File: src/rtl/dma_priority_arbiter_pkg.sv
// Shared DMA types for the request/priority stage in front of the 8237A timing FSM.
package dma_priority_arbiter_pkg;

    localparam int unsigned NUM_CH = 4;
    localparam int unsigned CH_W   = $clog2(NUM_CH);

    // Bit positions of the one-hot arbiter state vector
    typedef enum int unsigned {
        ARB_IDLE_BIT  = 0,
        ARB_HOLD_BIT  = 1,
        ARB_GRANT_BIT = 2
    } ARB_STATE_IDX_e;

    typedef enum logic [2:0] {
        ARB_IDLE  = 3'(1 << ARB_IDLE_BIT),
        ARB_HOLD  = 3'(1 << ARB_HOLD_BIT),
        ARB_GRANT = 3'(1 << ARB_GRANT_BIT)
    } ARB_STATE_e;

    typedef enum logic {
        FIXED_PRI    = 1'b0,
        ROTATING_PRI = 1'b1
    } PRIORITY_MODE_e;

    typedef enum logic [CH_W-1:0] {
        CH0 = 2'd0,
        CH1 = 2'd1,
        CH2 = 2'd2,
        CH3 = 2'd3
    } CHANNEL_SELECT_e;

endpackage

File: src/rtl/dma_priority_arbiter_resolver.sv
// Combinational priority resolver: rotate requests so the top-priority channel
// lands at bit 0, find-first-set, then rotate the winning index back.
module dma_priority_resolver
    import dma_priority_arbiter_pkg::*;
(
    input  logic [NUM_CH-1:0] req_i,
    input  PRIORITY_MODE_e    mode_i,
    input  CHANNEL_SELECT_e   last_srv_i,
    output logic [NUM_CH-1:0] grant_c,
    output CHANNEL_SELECT_e   sel_c
);

    logic [CH_W-1:0]   base;
    logic [CH_W-1:0]   idx;
    logic [CH_W-1:0]   first;
    logic [CH_W-1:0]   sel;
    logic [NUM_CH-1:0] rot;

    always_comb begin
        base  = (mode_i == ROTATING_PRI) ? CH_W'(CH_W'(last_srv_i) + CH_W'(1)) : '0;
        rot   = '0;
        idx   = '0;
        first = '0;
        for (int j = 0; j < int'(NUM_CH); j++) begin
            idx    = CH_W'(base + CH_W'(j));
            rot[j] = req_i[idx];
        end
        // Scan downward so the lowest rotated position wins
        for (int j = int'(NUM_CH) - 1; j >= 0; j--) begin
            if (rot[j]) first = CH_W'(j);
        end
        sel     = CH_W'(first + base);
        sel_c   = CHANNEL_SELECT_e'(sel);
        grant_c = (|req_i) ? (NUM_CH'(1) << sel) : '0;
    end

endmodule

File: src/rtl/dma_priority_arbiter.sv
// DREQ conditioning, HRQ/HLDA handshake and channel grant for the 8237A timing FSM.
// Define DMA_ARB_SWREQ_EN to add the requestReg software-request port.
module dma_priority_arbiter
    import dma_priority_arbiter_pkg::*;
(
    input  logic              CLK,
    input  logic              RESET,
    input  logic [NUM_CH-1:0] DREQ,
    input  logic              HLDA,
    input  logic [NUM_CH-1:0] maskReg,
`ifdef DMA_ARB_SWREQ_EN
    input  logic [NUM_CH-1:0] requestReg,
`endif
    input  logic              dreqSense,
    input  logic              dackSense,
    input  logic              rotPri,
    input  logic              ctrlDisable,
    input  logic              serviceDone,
    output logic              HRQ,
    output logic [NUM_CH-1:0] DACK,
    output CHANNEL_SELECT_e   chSel,
    output logic              chValid
);

    ARB_STATE_e        state_q, state_d;
    logic [NUM_CH-1:0] req_q, req_d;
    logic [NUM_CH-1:0] sw_req;
    logic [NUM_CH-1:0] grant_q, grant_d;
    CHANNEL_SELECT_e   ch_sel_q, ch_sel_d;
    CHANNEL_SELECT_e   last_srv_q, last_srv_d;
    logic              hrq_q, hrq_d;
    logic              ch_valid_q, ch_valid_d;
    logic              req_any;
    logic [NUM_CH-1:0] res_grant;
    CHANNEL_SELECT_e   res_sel;
    PRIORITY_MODE_e    pri_mode;

`ifdef DMA_ARB_SWREQ_EN
    assign sw_req = requestReg;
`else
    assign sw_req = '0;
`endif

    // Software requests bypass the mask, as on the 8237A
    assign req_d    = ((DREQ ^ {NUM_CH{dreqSense}}) & ~maskReg) | sw_req;
    assign req_any  = |req_q;
    assign pri_mode = rotPri ? ROTATING_PRI : FIXED_PRI;

    dma_priority_resolver u_resolver (
        .req_i      (req_q),
        .mode_i     (pri_mode),
        .last_srv_i (last_srv_q),
        .grant_c    (res_grant),
        .sel_c      (res_sel)
    );

    always_ff @(posedge CLK) begin
        if (RESET) state_q <= ARB_IDLE;
        else       state_q <= state_d;
    end

    always_comb begin
        state_d = state_q;
        case (state_q)
            ARB_IDLE:  if (req_any && !ctrlDisable) state_d = ARB_HOLD;
            ARB_HOLD: begin
                if (ctrlDisable || !req_any) state_d = ARB_IDLE;
                else if (HLDA)               state_d = ARB_GRANT;
            end
            ARB_GRANT: if (serviceDone || !HLDA) state_d = ARB_IDLE;
            default:   state_d = ARB_IDLE;
        endcase
    end

    // Grant is captured on HOLD->GRANT; the pointer moves only on a completed service
    always_comb begin
        hrq_d      = (state_d != ARB_IDLE);
        ch_valid_d = (state_d == ARB_GRANT);
        ch_sel_d   = ch_sel_q;
        grant_d    = grant_q;
        last_srv_d = last_srv_q;
        if (state_q == ARB_HOLD && state_d == ARB_GRANT) begin
            ch_sel_d = res_sel;
            grant_d  = res_grant;
        end
        if (state_q == ARB_GRANT && state_d == ARB_IDLE) begin
            grant_d = '0;
            if (serviceDone) last_srv_d = ch_sel_q;
        end
    end

    always_ff @(posedge CLK) begin
        if (RESET) begin
            req_q      <= '0;
            hrq_q      <= 1'b0;
            ch_valid_q <= 1'b0;
            ch_sel_q   <= CH0;
            grant_q    <= '0;
            last_srv_q <= CH3;
        end else begin
            req_q      <= req_d;
            hrq_q      <= hrq_d;
            ch_valid_q <= ch_valid_d;
            ch_sel_q   <= ch_sel_d;
            grant_q    <= grant_d;
            last_srv_q <= last_srv_d;
        end
    end

    assign HRQ     = hrq_q;
    assign chValid = ch_valid_q;
    assign chSel   = ch_sel_q;
    assign DACK    = dackSense ? grant_q : ~grant_q;

endmodule
File: config.mk
export PLATFORM = sky130hd
export DESIGN_NAME = dma_priority_arbiter
export DESIGN_NICKNAME = d
export VERILOG_FILES = /design/src/rtl/dma_priority_arbiter_pkg.sv /design/src/rtl/dma_priority_arbiter_resolver.sv /design/src/rtl/dma_priority_arbiter.sv
export SDC_FILE = /design/constraint.sdc
export NUM_CORES = 1
export LEC_CHECK = 0
export ABC_AREA = 1
export CORE_UTILIZATION = 53
export CTS_CLUSTER_DIAMETER = 30
export DETAILED_ROUTE_END_ITERATION = 10
export PLACE_DENSITY = 0.84
export RECOVER_POWER = 100
export SETUP_SLACK_MARGIN = 0.5
export SYNTH_ARGS = -nofsm -noshare
export SYNTH_HDL_FRONTEND = slang
export SYNTH_SLANG_ARGS = --single-unit
File: constraint.sdc
create_clock -name CLK -period 2.7 [get_ports CLK]
set_input_delay 0.675 -clock CLK [delete_from_list [all_inputs] [get_ports CLK]]
set_output_delay 0.675 -clock CLK [all_outputs]
set_load 0.01 [all_outputs]
* Word-level counts from Yosys, hierarchy flattened
Cells that the tools add are included.
** Operators by class
- Shift operators :: 1
- $add $sub $neg :: 5
- Bitwise logic cells :: 4
- Magnitude comparators :: 4
- Multiplexer cells :: 21
- Equal/unequal tests :: 6
- Reductions and logical operators :: 11
** Operators by type and width (number)
- $lt 2x3->1 const B :: 4
- $mux 3 :: 4
- $mux 2 :: 5
- $pmux 3 s3 :: 1
- $bmux 1 s2 :: 4
- $mux 4 :: 2
- $not 4->4 :: 2
- $eq 3x1->1 const B :: 2
- $eq 3x3->1 const B :: 2
- $mux 1 :: 5
- $add 2x1->2 const B :: 2
- $add 2x2->2 const B :: 2
- $and 4x4->4 :: 1
- $reduce_or 4->1 :: 1
- $shl 1x2->4 const A :: 1
- $xor 4x4->4 :: 1
- $eq 3x2->1 const B :: 1
- $logic_and 1x1->1 :: 3
- $logic_not 1->1 :: 3
- $ne 3x1->1 const B :: 1
- $add 2x2->2 :: 1
- $logic_or 1x1->1 :: 2
- $reduce_and 2->1 :: 1
- $reduce_or 2->1 :: 1
** Word-level totals
- Logic and storage cells :: 59
- Bits of input ports :: 16
- Output and inout port bits :: 8
- Flip-flop bits (word level) :: 17

* Longest topological paths before layout
Gate-level depths: netlist of run 1.
- Depth in word-level cells :: 12
- Depth in mapped cells :: 14
- Mapped depth without buffers :: 14

* Cells and area by module
From an unflattened synthesis of run 1, not the netlist that was laid out.
** Unflattened totals
- Cell total of the unflattened synthesis :: 196
- Area, all modules :: 1163.6 sq um
** By module, submodules not included
- dma_priority_arbiter :: area an instance 765.7 sq um, cells an instance 106, times used 1, seq. area each 340.3 sq um
- dma_priority_resolver :: area an instance 397.9 sq um, cells an instance 90, times used 1, seq. area each 0.0 sq um

* Worst setup path before layout of run 1
Ideal clock, no wire load.
- Path type :: input to register
- From :: in rotPri
- To :: reg grant_q[2]
- Setup time :: 0.116 ns
- Path slack :: 0.693 ns
- Required time :: 2.584 ns
- Cell stages on the path :: 12
- Buffers on the path :: 1
- Arrival :: 1.890 ns
- Cells stage by stage :: buf_6 -> nand3_2 -> nand2_2 -> nand2_1 -> nand2_2 -> a31oi_1 -> nor2_1 -> ha_1 -> xor2_1 -> nand3_1 -> nand3_1 -> a21oi_1
** On the way
- Longest elaborated chain between the ends :: 12
- Elaborated cells between the ends (all ways) :: 20
- Those cells by class :: add/sub (4); shift (1); mux (15)
** RTL lines
- start: declaration :: line dma_priority_arbiter.sv:16 : input logic rotPri,
- $mux 1 * :: line dma_priority_arbiter.sv:47 : assign pri_mode = rotPri ? ROTATING_PRI : FIXED_PRI;
- $mux 2 * :: line dma_priority_arbiter_resolver.sv:20 : base = (mode_i == ROTATING_PRI) ? CH_W'(CH_W'(last_srv_i) + CH_W'(1)) : '0;
- $add 2x2->2 :: line dma_priority_arbiter_resolver.sv:25 : idx = CH_W'(base + CH_W'(j));
- $bmux 1 s2 :: line dma_priority_arbiter_resolver.sv:26 : rot[j] = req_i[idx];
- $mux 1 (not written as such) :: line dma_priority_arbiter_resolver.sv:26
- $mux 2 (4 in series) :: line dma_priority_arbiter_resolver.sv:30 : if (rot[j]) first = CH_W'(j);
- $add 2x2->2 * :: line dma_priority_arbiter_resolver.sv:32 : sel = CH_W'(first + base);
- $shl 1x2->4 * :: line dma_priority_arbiter_resolver.sv:34 : grant_c = (|req_i) ? (NUM_CH'(1) << sel) : '0;
- $mux 4 * :: line dma_priority_arbiter_resolver.sv:34
- end signal: assignment :: line dma_priority_arbiter.sv:105 : grant_q <= grant_d;
- end: declaration :: line dma_priority_arbiter.sv:28 : logic [NUM_CH-1:0] grant_q, grant_d;
Mark *: on every way between the ends. The rest lies on a longest branch, timed or not. The select of a mux whose other input is x is not followed.
A chain may end at the register's enable or synchronous reset.

* Final worst setup path of run 1
- From :: reg last_srv_q[0]
- To :: reg grant_q[1]
** On the way
- Longest elaborated chain between the ends :: 12
- Elaborated cells between the ends (all ways) :: 20
- Those cells by class :: add/sub (5); shift (1); mux (14)
** RTL lines
- start: declaration :: line dma_priority_arbiter.sv:30 : CHANNEL_SELECT_e last_srv_q, last_srv_d;
- start signal: assignment :: line dma_priority_arbiter.sv:106 : last_srv_q <= last_srv_d;
- $add 2x1->2 * :: line dma_priority_arbiter_resolver.sv:20
- $mux 2 * :: line dma_priority_arbiter_resolver.sv:20
- $add 2x2->2 :: line dma_priority_arbiter_resolver.sv:25
- $bmux 1 s2 :: line dma_priority_arbiter_resolver.sv:26
- $mux 1 (not written as such) :: line dma_priority_arbiter_resolver.sv:26
- $mux 2 (4 in series) :: line dma_priority_arbiter_resolver.sv:30
- $add 2x2->2 * :: line dma_priority_arbiter_resolver.sv:32
- $shl 1x2->4 * :: line dma_priority_arbiter_resolver.sv:34
- $mux 4 * :: line dma_priority_arbiter_resolver.sv:34
Marked as above.

==> flow_summary.yaml, run 1 <==
status:
  status: "complete, no violations"
setup_path:
  cp_num_buf_inv: 1
  critical-path-top-delay-family: "simple AND/OR/NAND/NOR gates"
  startpoint_type: "flip-flop"
  rr_endpoint: "grant_q[1]"
  required_ns: 2.92
  cpMostUsedCell: "nand2_1"
  cp-end-kind: "flip-flop"
  cp_max_fo: 12
  slowest_delay_ns: 0.36
  regToRegSetupSlack_ns: 0.49
  path_cells: "inv_1, nand2_4, nand2_1, nand2_1, nand2_1, nand2_2, a31oi_1, nor2_1, ha_1, xor2_2, nand2_1, nand3_1, a21oi_1"
  r2r_start: "last_srv_q[0]"
  slowest_stage: "dfxtp_1"
  path_class: "flip-flop to flip-flop"
  reg2reg_depth: 13
  critical_path_arrival_ns: 2.43
cts:
  clk_pin_slew_ns: 0.10
  numCtsBuffers: 3
  h-tree-depth: 1
  ctsHoldBuffers: 0
  cts_buffer_depth: 2
  cts_tree: "done"
  clock_latency_ns: 0.29
  tritoncts_num_sinks: 17
  clock-root-buffer: "clkbuf_4"
routing:
  drc_errors: 0
  drt_iter0_drc: 25
  vias: 1067
  ant_nets: 0
  routed_wirelength_um: 2340
  routed_via_density: 4.96
  wl_per_cell_um: 10.9
  first_pass_iters: 5
power:
  vdd_ir_drop_max_mv: 0.371
  p_leak_nw: 0.671
  powerDensity_nw_per_um2: 347
  power_uw: 490
sta:
  finalHoldViolCount: 0
  layout_worst_path_cycle_share_pct: 81.7
  setup_ws_ns: 0.494
  setup_viol: 0
  fmax_ghz: 0.453
  rsz0062_at_grt: "false"
  slew_violations: 0
  finClkSkew_ns: 0.0115
  worstMarginPinSlew_ns: 0.438
  period_needed_ns: 2.21
  slew_headroom_pct: 70.8
synth:
  ys_top_cells_by_count: "42 x nand2_1, 19 x inv_1, 17 x dfxtp_1"
  yosys.area.top_type_share_pct: 32.0
  synth_top_cell_by_area: "dfxtp_1"
  seq_area_frac_synth_pct: 32.0
  synthCells: 158
  synthFlopType: "dfxtp_1"
  synth_nets: 175
  synth_edf_count: 0
  synthArstFlopShare_pct: 0
  ys_ff_latch: 17
  synth_area_leaders: "dfxtp_1 32%, nand2_1 15%, inv_1 6.7%"
  synth.most_common_cell: "nand2_1"
  yosys_warnings: 0
  syn_avg_cell_area_um2: 6.72
  ys_types: 23
  synth_area_um2: 1060
grt:
  first_global_vias: 915
  grt_max_degree: 14
  grt_pass1_wl_um: 3650
  globalRouteTotalUtil_pct: 23.7
  antenna_found_initial: 0
  grt-ovfl-total: 0
floorplan:
  ios: 24
  core-area_um2: 1800
  start_util_pct: 59.0
  die_w_um: 46.8
  rows: 15
  dieArea_um2: 2190
  fp.dieH_um: 46.8
placed_design:
  dp_cells: 209
  pre_cts_ws_ns: -0.138
  hpwlAfterDp_um: 1840
  gp_congestion: 0.885
  place.port_buffers: 23
flow_run:
  max_cap_viol_count: 0
finish:
  final_cells: 215
  area_growth_pct: 32.9
  seq_area_um2: 340
  finalNetCount: 208
  fill_cells: 141
  multi_input_area_um2: 638
  drive_above_1_share_pct: 18.4
  antennaDiodeCount: 0
worst_hold_path:
  hold_depth: 2
  holdPathEnd: "grant_q[3]"
  min_path_type: "flip-flop to flip-flop"
  hp-start: "grant_q[3]"
==> cells by family (layout without fill, tap and decap cells) <==
| logic type | count (synthesis) | in the layout | share of synthesized area [%] |
|---|---|---|---|
| buffers and inverters | 25 | 57 | 10.2 |
| adders and majority gates | 1 | 1 | 1.18 |
| AOI/OAI and AO/OA | 13 | 13 | 6.48 |
| and+or+nand+nor | 92 | 92 | 41.8 |
| DFF | 17 | 17 | 32.0 |
| xor gates and xnor gates | 10 | 10 | 8.25 |
==> report_power, final <==
part           total [mW]  leakage [nW]  switching (mW)  internal, mW
Combinational      0.0969         0.515          0.0478        0.0491
Sequential          0.261         0.138         0.00422         0.257
Clock               0.132        0.0177          0.0775        0.0549
==> tightest hold or removal path: cells and delay by family (launching register included) <==
family             cells  cell delay, ns
DFF                    1            0.33
and+or+nand+nor        1            0.06
AOI/OAI and AO/OA      1            0.06
==> per-stage QoR <==
step                cell area [um^2]  utilization, %  setup TNS (ns)  hold WS, ns
floorplan                       1060               -               0        0.455
CTS                             1390            76.9               0        0.491
detailed placement              1350            74.9          -0.622        0.475
global placement                1350            74.9          -0.167        0.468
global route                    1410            78.3               0        0.505
finish                          1410            78.3               0        0.489
==> cell type report <==
cell class | instances | area share [%]
Clock buffer | 3 | 1.60
Clock inverter | 1 | 0.355
Inverter | 20 | 5.32
Multi-Input combinational cell | 116 | 45.2
Sequential cell | 17 | 24.1
Tap cell | 25 | 2.22
Timing Repair Buffer | 33 | 21.2
==> cells in the final DEF (no fill, tap or decap), types with 6 or more instances in the layout <==
master,netlist,final
clkdlybuf4s50_1,0,11
a21oi_1,8,8
nand3_1,14,13
nand2_2,8,6
inv_1,19,20
nor2_1,11,10
nand3_2,6,7
xnor2_1,8,8
buf_4,0,9
nand2_1,42,43
nor3_1,7,7
dlygate4sd3_1,0,6
dfxtp_1,17,17
==> flip-flops by register name, indices dropped and copies added (netlist names) <==
signal / cells
req_q: 4
grant_q: 4
state_q: 3
chValid: 1
HRQ: 1
chSel: 2
last_srv_q: 2
==> what timing repair did <==
item	in CTS	in global routing
endpoints found under the setup margin	10	5
cloned	0	1
resized for setup	11	8
pin swaps	1	3
hold endpoints to repair	0	0
setup buffers	0	1
==> worst max-delay path by stage <==
stage | depth (start not counted) | end | slack, ns | from
2_1_floorplan | 12 | grant_q[2] | 0.69 | rotPri
3_3_place_gp | 12 | grant_q[3] | -0.04 | rotPri
3_5_place_dp | 12 | grant_q[3] | -0.14 | rotPri
4_1_cts | 13 | grant_q[1] | 0.55 | rotPri
5_1_grt | 13 | grant_q[1] | 0.27 | last_srv_q[0]
6_report | 13 | grant_q[1] | 0.49 | last_srv_q[0]
==> per-layer routing <==
layer	routed length, um	share of wire (%)	vias to the layer above	global-route usage [%]
li1	-	-	565	-
met3	58	2.5	4	4.23
met4	46	2.0	0	10.9
met5	0	0	-	0
met2	1130	48	18	40.0
met1	1110	47	480	29.5
(Power assumes the default switching activity.)
==> inputs of run 2 (changes only) <==
--- a/config.mk
+++ b/config.mk
@@ -6,10 +6,10 @@
 export NUM_CORES = 1
 export LEC_CHECK = 0
 export ABC_AREA = 1
-export CORE_UTILIZATION = 53
+export CORE_UTILIZATION = 49
 export CTS_CLUSTER_DIAMETER = 30
 export DETAILED_ROUTE_END_ITERATION = 10
-export PLACE_DENSITY = 0.84
+export PLACE_DENSITY = 0.78
 export RECOVER_POWER = 100
 export SETUP_SLACK_MARGIN = 0.5
 export SYNTH_ARGS = -nofsm -noshare
==> constraint.sdc (replaced) <==
create_clock -name CLK -period 2.2 [get_ports CLK]
set_input_delay 0.55 -clock CLK [delete_from_list [all_inputs] [get_ports CLK]]
set_output_delay 0.55 -clock CLK [all_outputs]
set_load 0.01 [all_outputs]
==> run 2 against run 1 <==
Fmax is 16% higher. Sequential power increased by 22%. Combinational power grew 36%. Clock-buffer cell count did not move. Flip-flop and latch count unchanged. First-iteration DRC count grew 40%.
==> flow_summary.yaml, run 2 (same netlist as run 1, synthesis figures left out) <==
setup_path:
  path_cells: "inv_8, nand2_1, nand3_4, nand2_1, nand2_2, a31oi_4, nor2_4, ha_4, inv_1, nor2_1, nand3_1, a21oi_1"
  required_ns: 2.44
  slowest_delay_ns: 0.46
  cp-end-kind: "flip-flop"
  slowest_stage: "dfxtp_4"
  critical_path_arrival_ns: 2.13
  startpoint_type: "flip-flop"
  path_class: "flip-flop to flip-flop"
  cp_max_fo: 6
  cpMostUsedCell: "nand2_1"
floorplan:
  fp.dieH_um: 48.6
  rows: 16
  ios: 24
  dieArea_um2: 2360
  core-area_um2: 2000
  die_w_um: 48.6
  start_util_pct: 53.1
sta:
  fin_tns_setup_ns: 0
  hold_ws_ns: 0.492
  slew_violations: 0
  period_needed_ns: 1.90
  rsz0062_at_grt: "true"
  fmax_ghz: 0.527
  setup_viol: 0
  finalHoldViolCount: 0
  finClkSkew_ns: 0.00559
  worstMarginPinSlew_ns: 0.346
  slew_headroom_pct: 76.9
  layout_worst_path_cycle_share_pct: 86.3
finish:
  multi_input_area_um2: 783
  top_regs: "grant_q: 4 flops, req_q: 4 flops, state_q: 3 flops"
  mostFrequentLayoutCells: "29 x nand2_1, 18 x inv_1, 18 x nand2_2, 15 x dfxtp_1"
  area_growth_pct: 48.9
  utilization_pct: 79.0
  finalNetCount: 211
  final_common_cell: "nand2_1"
  drive_above_1_share_pct: 33.7
  antennaDiodeCount: 0
  fill_cells: 151
  final_cells: 220
  seq_area_um2: 348
  post-route-cell-area_um2: 1580
cts:
  tritoncts_num_sinks: 17
  cts_tree: "done"
  h-tree-depth: 1
  numCtsBuffers: 3
  cts_buffer_depth: 2
  clock_latency_ns: 0.30
  clk_pin_slew_ns: 0.10
  clock-root-buffer: "clkbuf_4"
grt:
  antenna_found_initial: 0
  grt_max_degree: 11
  globalRouteTotalUtil_pct: 25.6
  grt_pass1_wl_um: 4690
  grt-ovfl-total: 0
  first_global_vias: 1109
placed_design:
  hpwlAfterDp_um: 1850
  dp_cells: 211
  gp_congestion: 0.857
  place.port_buffers: 23
  place_area_um2: 1370
routing:
  routed_via_density: 5.17
  drc_errors: 0
  routed_wirelength_um: 2840
  drt_iter0_drc: 35
  vias: 1138
  ant_nets: 0
  wl_per_cell_um: 12.9
  first_pass_iters: 4
worst_hold_path:
  min_path_type: "flip-flop to flip-flop"
power:
  p_leak_nw: 0.682
  powerDensity_nw_per_um2: 393
  vdd_ir_drop_max_mv: 0.534
status:
  status: "complete, no violations"
flow_run:
  max_cap_viol_count: 0
## run 2: power breakdown
part	internal [mW]	leakage [nW]	switching [mW]	total, mW
combinational	0.0636	0.527	0.0688	0.132
clock	0.0677	0.0177	0.103	0.171
sequential	0.313	0.138	0.00569	0.318
total	0.444	0.682	0.178	0.622
## run 2: final timing paths
kind | to | startpoint | depth (start not counted) | slack (ns)
worst max-delay path | grant_q[1] | last_srv_q[0] | 12 | 0.30
worst max register to register | grant_q[1] | last_srv_q[0] | 12 | 0.30
worst min register to register | grant_q[1] | grant_q[1] | 2 | 0.49
worst min-delay path | grant_q[1] | grant_q[1] | 2 | 0.49
## run 2: layout make-up
type                            count  area share [%]
Timing Repair Buffer               35            19.0
Timing Repair inverter              1           0.396
Clock buffer                        3            1.42
Tap cell                           27            2.14
Sequential cell                    17            22.0
Multi-Input combinational cell    116            49.5
Clock inverter                      1           0.316
Inverter                           20            5.22
## run 2: layer usage
layer	share of wire, %	track usage, %	vias up
met1	40	29.1	523
li1	-	-	570
met5	0	0	-
met4	0.95	10.3	0
met2	54	47.7	41
met3	5.0	3.46	4
## run 2: through the flow
| step | power [mW] | worst slack [ns] |
|---|---|---|
| 3_3_place_gp | 0.442 | -0.344 |
| 6_report | 0.622 | 0.301 |
| 4_1_cts | 0.615 | 0.376 |
| 2_1_floorplan | 0.393 | 0.367 |
| 3_5_place_dp | 0.446 | -0.435 |
| 5_1_grt | 0.650 | 0.163 |
## run 2: worst max-delay path, delay by kind of cell (launching register included)
family | cells | cell delay [ns]
AOI/OAI and AO/OA | 2 | 0.32
adders and majority gates | 1 | 0.26
buffers and inverters | 2 | 0.10
DFF | 1 | 0.46
and+or+nand+nor | 7 | 0.69
## run 2: repair_timing
action,CTS,global route
setup buffers,3,0
cloned,2,0
pin swaps,8,7
setup endpoints to repair,14,7
hold buffers,0,0
gates resized for setup,46,27
==> inputs of run 3 (changes only) <==
--- a/config.mk
+++ b/config.mk
@@ -6,6 +6,7 @@
 export NUM_CORES = 1
 export LEC_CHECK = 0
 export ABC_AREA = 1
+export CAP_MARGIN = 20
 export CORE_UTILIZATION = 49
 export CTS_CLUSTER_DIAMETER = 30
 export DETAILED_ROUTE_END_ITERATION = 10
==> results of run 3 <==
Same layout as run 2: the final DEF is identical, and so are final timing and power.
